**src/rtl/rvv_alu_sequencer.sv**
```systemverilog
// Sequences one vector ALU pass: latches the request, feeds per-lane ALU writes into
// the destination register image, guards the pass with a watchdog and reports done/error.

module rvv_alu_seq_lane (
  input  logic        active,
  input  logic        res,
  input  logic [9:0]  regi,
  input  logic [10:0] elems,
  output logic        acc
);
  // Writes past the body (tail) are dropped here so they never reach the merge.
  assign acc = active & res & ({1'b0, regi} < elems);
endmodule

module rvv_alu_sequencer #(
  parameter int VLEN     = 128,
  parameter int NB_LANES = 1
) (
  input  logic                      clk,
  input  logic                      resetn,
  input  logic                      start,
  input  logic [2:0]                vsew,
  input  logic [10:0]               vl,
  input  logic [VLEN-1:0]           vd_old,
  output logic                      busy,
  output logic                      done,
  output logic                      error,
  output logic [VLEN-1:0]           result,
  output logic                      alu_run,
  output logic [10:0]               alu_remaining,
  input  logic [(64<<NB_LANES)-1:0] alu_vd,
  input  logic [(10<<NB_LANES)-1:0] alu_regi,
  input  logic [(1<<NB_LANES)-1:0]  alu_res,
  input  logic                      alu_done
);
  localparam int LANES  = 1 << NB_LANES;
  localparam int NBYTES = VLEN / 8;

  typedef enum logic [2:0] {IDLE, LOAD, RUN, DRAIN, FIN} state_t;

  state_t          state;
  logic [2:0]      vsew_q;
  logic [10:0]     vl_q;
  logic [VLEN-1:0] vd_q;
  logic [10:0]     elems;
  logic [10:0]     elems_calc;
  logic [15:0]     wd;
  logic [15:0]     wd_limit;
  logic [LANES-1:0] acc;
  logic [3:0]      acc_cnt;
  logic [10:0]     rem_nxt;
  logic [VLEN-1:0] result_nxt;
  logic            in_run;

  assign in_run     = (state == RUN) || (state == DRAIN);
  assign elems_calc = ({21'b0, vl_q} < (32'(NBYTES) >> vsew_q[1:0])) ? vl_q
                                                                      : 11'(32'(NBYTES) >> vsew_q[1:0]);
  assign wd_limit   = {2'b0, elems, 3'b0} + 16'd16;

  for (genvar l = 0; l < LANES; l++) begin : g_lane
    rvv_alu_seq_lane u_lane (
      .active (in_run),
      .res    (alu_res[l]),
      .regi   (alu_regi[l*10 +: 10]),
      .elems  (elems),
      .acc    (acc[l])
    );
  end

  always_comb begin
    acc_cnt = 4'd0;
    for (int l = 0; l < LANES; l++) acc_cnt = acc_cnt + {3'b0, acc[l]};
    rem_nxt = (alu_remaining > {7'b0, acc_cnt}) ? alu_remaining - {7'b0, acc_cnt} : 11'd0;
  end

  // Byte-granular merge; later (higher) lanes overwrite earlier ones on index collisions.
  always_comb begin
    result_nxt = result;
    for (int l = 0; l < LANES; l++) begin
      for (int b = 0; b < NBYTES; b++) begin
        if (acc[l] && ((32'(b) >> vsew_q[1:0]) == {22'b0, alu_regi[l*10 +: 10]}))
          result_nxt[b*8 +: 8] = alu_vd[l*64 + (b & ((1 << vsew_q[1:0]) - 1))*8 +: 8];
      end
    end
  end

  always_ff @(posedge clk or negedge resetn) begin
    if (!resetn) begin
      state         <= IDLE;
      vsew_q        <= '0;
      vl_q          <= '0;
      vd_q          <= '0;
      elems         <= '0;
      wd            <= '0;
      result        <= '0;
      alu_remaining <= '0;
      busy          <= 1'b0;
      done          <= 1'b0;
      error         <= 1'b0;
      alu_run       <= 1'b0;
    end else begin
      case (state)
        IDLE: if (start) begin
          vsew_q <= vsew;
          vl_q   <= vl;
          vd_q   <= vd_old;
          busy   <= 1'b1;
          state  <= LOAD;
        end
        LOAD: begin
          result <= vd_q;
          elems  <= vsew_q[2] ? 11'd0 : elems_calc;
          if (vsew_q[2]) begin
            error <= 1'b1;
            done  <= 1'b1;
            state <= FIN;
          end else if (elems_calc == 11'd0) begin
            done  <= 1'b1;
            state <= FIN;
          end else begin
            alu_remaining <= elems_calc;
            wd            <= '0;
            alu_run       <= 1'b1;
            state         <= RUN;
          end
        end
        RUN: begin
          result        <= result_nxt;
          alu_remaining <= rem_nxt;
          wd            <= wd + 16'd1;
          if (alu_done) begin
            state <= DRAIN;
          end else if (wd == wd_limit - 16'd1) begin
            error   <= 1'b1;
            done    <= 1'b1;
            alu_run <= 1'b0;
            state   <= FIN;
          end
        end
        DRAIN: begin
          result        <= result_nxt;
          alu_remaining <= rem_nxt;
          done          <= 1'b1;
          alu_run       <= 1'b0;
          state         <= FIN;
        end
        FIN: begin
          done  <= 1'b0;
          error <= 1'b0;
          busy  <= 1'b0;
          state <= IDLE;
        end
        default: state <= IDLE;
      endcase
    end
  end
endmodule

```
**config.mk**
```make
export PLATFORM = sky130hd
export DESIGN_NAME = rvv_alu_sequencer
export DESIGN_NICKNAME = d
export VERILOG_FILES = /design/src/rtl/rvv_alu_sequencer.sv
export SDC_FILE = /design/constraint.sdc
export NUM_CORES = 1
export LEC_CHECK = 0
export BUFFER_PORTS_ARGS = -buffer_cell sky130_fd_sc_hd__clkbuf_2
export CORE_ASPECT_RATIO = 1.25
export CORE_UTILIZATION = 30
export DETAILED_ROUTE_END_ITERATION = 7
export GPL_TIMING_DRIVEN = 0
export PLACE_DENSITY_LB_ADDON = 0.08
export SLEW_MARGIN = 20
export SYNTH_ARGS = -nofsm -noshare
export SYNTH_HDL_FRONTEND = slang
export SYNTH_SLANG_ARGS = --single-unit
```
**constraint.sdc**
```tcl
create_clock -name clk -period 4.15 [get_ports clk]
set_input_delay 0.83 -clock clk [delete_from_list [all_inputs] [get_ports clk]]
set_output_delay 0.83 -clock clk [all_outputs]
set_load 0.01 [all_outputs]
```
# Word level (Yosys, flattened, before mapping)
# Cells that the tools add are included.
[op_classes]
n_addsub = 21
order_cmp = 4
n_eq_ne = 61
shifts = 48
n_mux = 62
bitwise_logic = 4
n_reduce_logical = 66
[op_table]
columns = ["operator", "count"]
rows = [
  ["$shiftx A128 B9 Y8", 15],
  ["$eq A32 B10 Y1", 32],
  ["$shiftx A128 B8 Y8", 8],
  ["$shiftx A128 B7 Y8", 4],
  ["$mux W8", 32],
  ["$pmux W128 S2", 1],
  ["$shiftx A128 B6 Y8", 2],
  ["$shr A4 B2 Y32 const A", 8],
  ["$shiftx A128 B5 Y8", 1],
  ["$shr A3 B2 Y32 const A", 4],
  ["$add A7 B7 Y8 const A", 8],
  ["$shr A1 B2 Y32 const A", 2],
  ["$shr A2 B2 Y32 const A", 2],
  ["$mux W11", 5],
  ["$ne A3 B1 Y1 const B", 16],
  ["$reduce_and A2 Y1", 19],
  ["$add A7 B6 Y8 const A", 4],
  ["$logic_and A1 B1 Y1", 32],
  ["$lt A11 B32 Y1", 1],
  ["$mux W16", 2],
  ["$pmux W16 S2", 1],
  ["$shr A5 B2 Y32 const A", 1],
  ["$lt A10 B11 Y1", 2],
  ["$pmux W11 S2", 1],
  ["35 further kinds", 63],
]
[word_totals]
ff_bits = 315
inputBits = 296
output_inout_bits = 143
elab_cells = 293

# Logic depth before layout (Yosys ltp)
[depth]
ltp_word = 8
mapped_depth = 19
depth_no_buf = 17

# Modules after synthesis
# From an unflattened synthesis, not the netlist that was laid out.
[unflattened]
hier_cells = 2045
hier_area_um2 = 19922.9
[by_module_without_submodules]
columns = ["module", "instances", "cells_each", "area_per_inst_um2", "seq_area_each_um2"]
rows = [
  ["rvv_alu_sequencer", 1, 1979, 19442.4, 7882.6],
  ["rvv_alu_seq_lane", 2, 33, 240.2, 0.0],
]

# Least setup slack after synthesis
# OpenSTA, ideal clock, no wires.
[synth_timing]
path_kind = "input -> register"
start = "input alu_regi[15]"
end = "register alu_remaining[7]"
setup_time_ns = 0.138
arrival_ns = 4.039
slack_ns = -0.027
cell_stages = 16
n_path_buf = 1
path_cell_list = "ha_1 > and3_1 > a221oi_1 > o21ai_1 > nor2_1 > ha_1 > inv_1 > ha_1 > a211oi_1 > a31oi_1 > nor4b_1 > nand2b_1 > clkbuf_1 > nor2_1 > a21oi_1 > a31oi_1"
[synth_between]
elab_chain_len = 6
elab_cells_between_ends = 7
classes_between = "add/sub: 2; order compare: 2; mux: 2; bitwise: 1"
[synth_lines]
columns = ["item", "line_no", "source"]
rows = [
  ["start, declared", "32", "input logic [(10<<NB_LANES)-1:0] alu_regi,"],
  ["$lt A10 B11 Y1 *", "12", "assign acc = active & res & ({1'b0, regi} < elems);"],
  ["$and A1 B1 Y1 *", "12", ""],
  ["$add A1 B1 Y2 *", "72", "for (int l = 0; l < LANES; l++) acc_cnt = acc_cnt + {3'b0, acc[l]};"],
  ["$sub A11 B2 Y11 / $gt A11 B2 Y1 (equally long branches)", "73", "rem_nxt = (alu_remaining > {7'b0, acc_cnt}) ? alu_remaining - {7'b0, acc_cnt} : 11'd0;"],
  ["$mux W11 *", "73", ""],
  ["$pmux W11 S2 *", "102", "case (state)"],
  ["end signal, assigned", "121", "alu_remaining <= elems_calc;"],
  ["end signal, assigned", "129", "alu_remaining <= rem_nxt;"],
  ["end signal, assigned", "142", "alu_remaining <= rem_nxt;"],
  ["end, declared", "30", "output logic [10:0] alu_remaining,"],
]
# Every way passes the cells marked *; elsewhere a longest branch is shown, timed or not.
# A chain may end at the register's enable or synchronous reset.

# Final worst setup path
[layout_timing]
start = "register vsew_q[1]"
end = "register result[58]"
[layout_between]
elab_chain_len = 6
elab_cells_between_ends = 15
classes_between = "add/sub: 2; eq/ne: 3; shift: 4; mux: 3; reduce/logical: 3"
[layout_lines]
columns = ["item", "line_no", "source"]
rows = [
  ["start, declared", "42", "logic [2:0] vsew_q;"],
  ["start signal, assigned", "104", "vsew_q <= vsew;"],
  ["$shl A1 B2 Y4", "-", ""],
  ["$sub A4 B2 Y4", "-", ""],
  ["$add A7 B6 Y8 / $shiftx A128 B7 Y8 (equally long branches)", "82", "result_nxt[b*8 +: 8] = alu_vd[l*64 + (b & ((1 << vsew_q[1:0]) - 1))*8 +: 8];"],
  ["$shiftx A128 B9 Y8 / $mux W8 (equally long branches)", "82, 81", ""],
  ["$mux W8", "81", "if (acc[l] && ((32'(b) >> vsew_q[1:0]) == {22'b0, alu_regi[l*10 +: 10]}))"],
  ["$pmux W128 S2", "102", ""],
  ["end signal, assigned", "111", "result <= vd_q;"],
  ["end signal, assigned", "128", "result <= result_nxt;"],
  ["end signal, assigned", "141", "result <= result_nxt;"],
  ["end, declared", "28", "output logic [VLEN-1:0] result,"],
]
# Parallel ways exist; a longest one is shown, timed or not. The select of a mux whose other input is x is not followed.

==> impl_metrics.ini <==
[timing]
setup_viol = 3
worst_pin_slew_ns = 1.256
finalHoldViolations = 0
fin_crit_ns = 4.248
fin_tns_setup_ns = -0.2240
maxSlewHeadroom_pct = 16.24
fin_skew_ns = 0.02099
finalCritPeriodShare_pct = 102.4
setup_ws_ns = -0.09820
slew_viol_final = 0
rsz0062_at_grt = yes
fmax_mhz = 235.4

[cells_and_area]
num-nets-final = 3152
fin_cells = 3790
layout_commonest_cell = clkbuf_2
drive_above_1_share_pct = 29.84
synthToLayoutAreaGrowth_pct = 25.06
multi_input_area_mm2 = 0.01257
final_cell_mix = clkbuf_2, dfrtp_1, nand2_1
design_area_mm2 = 0.02624
register_area_mm2 = 0.007884
fillCellCount = 7274

[cts]
cts_tree = built
cts_buffer_depth = 3
cts_buffers = 38
clk_pin_slew_ns = 0.06
htreeDepth = 2
clock-root-buffer = clkbuf_16
cts.sinks = 315
clk_latency_ns = 0.57

[detailed_routing]
drt_iter0_markers = 2259
viasPerCell = 5.878
routed_wl_um = 132400
wl_per_cell_um = 34.93
drc = 0
dr_total_vias = 22280
drtPass1Iterations = 6
antenna_left = 0

[logic_synthesis]
synthArstFlopShare_pct = 100.0
synthMuxAreaShare_pct = 16.68
synth-seq-cells = 315
synth_top_family_by_area = compound AO/OA/AOI/OAI gates
synth_edf_count = 0
syn-num-nets = 2670
yosys_warnings = 0
synthSimpleGateAreaFrac_pct = 16.78
synth_compound_area_share_pct = 19.78
syn_inst = 2342
synth.cell_area_mm2 = 0.02098
post_synth_num_cell_types = 77
avgSynthCellArea_um2 = 8.958
synthXorXnorAreaFrac_pct = 3.048
ys_seq_area_share_pct = 37.57
synth_fa_ha_area_share_pct = 1.944
synth_flop_cell = dfrtp_1

[placed_design]
port_buffers = 430
dpl_worst_slack_ns = -2.030
gp_congestion = 0.9954
hpwl_um = 104200
place_area_mm2 = 0.02446
dp.cells = 3712

[critical_path]
r2r_slack_ns = -0.1
start_kind = flip-flop
crit_type = reg -> reg
critPathCaptureType = flip-flop
arrival_ns = 4.67
crit_buf_inv = 3
required_ns = 4.57
path_cells = ha_1, clkbuf_1, buf_1, clkbuf_1, nand3_1, a21oi_1, o31ai_1
crit_path_max_fanout = 10
critical_path.max_stage_delay_ns = 0.95
critical-path-top-delay-family = buffers and inverters
cp_slowest_cell = buf_1
reg2reg_to = result[58]$_DFFE_PN0P_
cpMostUsedCell = clkbuf_1
rr_startpoint = vsew_q[1]$_DFFE_PN0P_
worst_r2r_path_depth = 7

[power]
power_mw = 22.95
ir_drop_mv = 0.3314
leakage_nw = 11.39
powerDensity_mw_per_mm2 = 874.9

[outcome]
outcome = finished, violations left
violations = negative setup slack

[global_route]
grt_use_total_pct = 36.80
grt_max_degree = 89
grt_overflow = 0
grt_pass1_wl_um = 181000
antenna_found_initial = 12
grt_pass1_vias = 22410

[floorplanning]
die_h_um = 297.7
start_util_pct = 30.26
die_area_mm2 = 0.07100
die_w_um = 238.5
ios = 439
rows = 108
core_area_mm2 = 0.06932

[job]
drv_cap = 0

[hold_path]
hold_class = in -> async
worst max path at each step:
stage	start	to	cells after the start
4_1_cts	elems[5]$_DFFE_PN0P_	result[91]$_DFFE_PN0P_	11
3_5_place_dp	vsew_q[1]$_DFFE_PN0P_	state[1]$_DFFE_PN0P_	14
5_1_grt	elems[2]$_DFFE_PN0P_	result[28]$_DFFE_PN0P_	11
2_1_floorplan	alu_regi[15]	alu_remaining[7]$_DFFE_PN0P_	16
6_report	vsew_q[1]$_DFFE_PN0P_	result[58]$_DFFE_PN0P_	7
3_3_place_gp	resetn	vd_q[114]$_DFFE_PN0P_	1
per-stage QoR:
step,hold WS (ns),util [%]
final,0.1704,37.85
after global routing,0.1824,37.83
after CTS,0.1680,37.53
after detailed placement,0.4699,35.28
after global placement,0.4638,35.06
after floorplan,0.4727,-
synth_stat cells, types with 14 or more instances:
cell type / n / area (um^2)
dfrtp_1: 315 / 7883
nand2_1: 281 / 1055
nor2_1: 210 / 788.3
mux2_2: 185 / 2083
a21oi_1: 157 / 785.8
clkbuf_1: 136 / 510.5
o21ai_0: 110 / 550.5
mux2i_1: 92 / 920.9
a211oi_1: 82 / 615.6
nand3_1: 68 / 340.3
inv_1: 40 / 150.1
xor2_1: 40 / 350.3
a31oi_1: 38 / 237.7
nor2b_1: 36 / 225.2
o31ai_1: 34 / 255.2
nor3_1: 33 / 165.2
xnor2_1: 33 / 289.0
ha_1: 31 / 387.9
o22ai_1: 31 / 193.9
a21o_1: 27 / 202.7
o211ai_1: 27 / 202.7
buf_1: 26 / 97.59
buf_2: 22 / 110.1
mux4_2: 22 / 495.5
and2_1: 21 / 131.4
a22oi_1: 19 / 142.6
and3_1: 19 / 118.9
nor4_1: 19 / 118.9
a221oi_1: 18 / 157.7
nand4_1: 17 / 106.4
a22o_1: 14 / 122.6
cell type report:
cell class                      instances  share of cell area, %
Antenna cell                            6                0.05723
Clock buffer                           57                  4.407
Inverter                               41                 0.5866
Tap cell                              935                  4.459
Clock inverter                          8                 0.2814
Buffer                                181                  3.229
Sequential cell                       315                  30.05
Multi-Input combinational cell       1801                  47.92
Timing Repair Buffer                  446                  9.013
state kept, by name (all words and copies together) (netlist names), 3 cells and up:
signal,count
wd,16
elems,11
vd_q,128
vsew_q,3
vl_q,11
state,3
result,128
alu_remaining,11
repair_timing:
action | 4_1_cts | 5_1_grt
pin swaps | 4 | 6
hold buffers | 0 | 0
buffers inserted | 6 | 4
endpoints found under the setup margin | 158 | 123
gates resized for setup | 88 | 56
metal layers:
layer	wire (um)	up-vias	part of all wire, %	global-route usage [%]
met5	28	-	0.021	0
met2	61290	1206	46	59.70
met4	9854	4	7.4	22.83
met3	9913	330	7.5	7.310
met1	51300	11200	39	44.62
li1	-	9541	-	-
logic make-up (layout without fill, tap and decap cells):
family,Yosys count,after routing
adder cells (fa/ha/maj),32,32
XOR/XNOR,73,73
buffers and inverters,226,733
AO/OA/AOI/OAI,636,636
multiplexers,299,299
AND/OR/NAND/NOR,761,761
flip-flops,315,315
other,0,6
power by group:
| group | internal (mW) | switching [mW] | total (mW) | leakage (nW) |
|---|---|---|---|---|
| logic | 4.66 | 9.33 | 14.0 | 6.99 |
| clock network | 1.98 | 1.39 | 3.37 | 0.601 |
| registers | 4.56 | 1.03 | 5.59 | 3.80 |
Power figures use the tool's default switching activity.
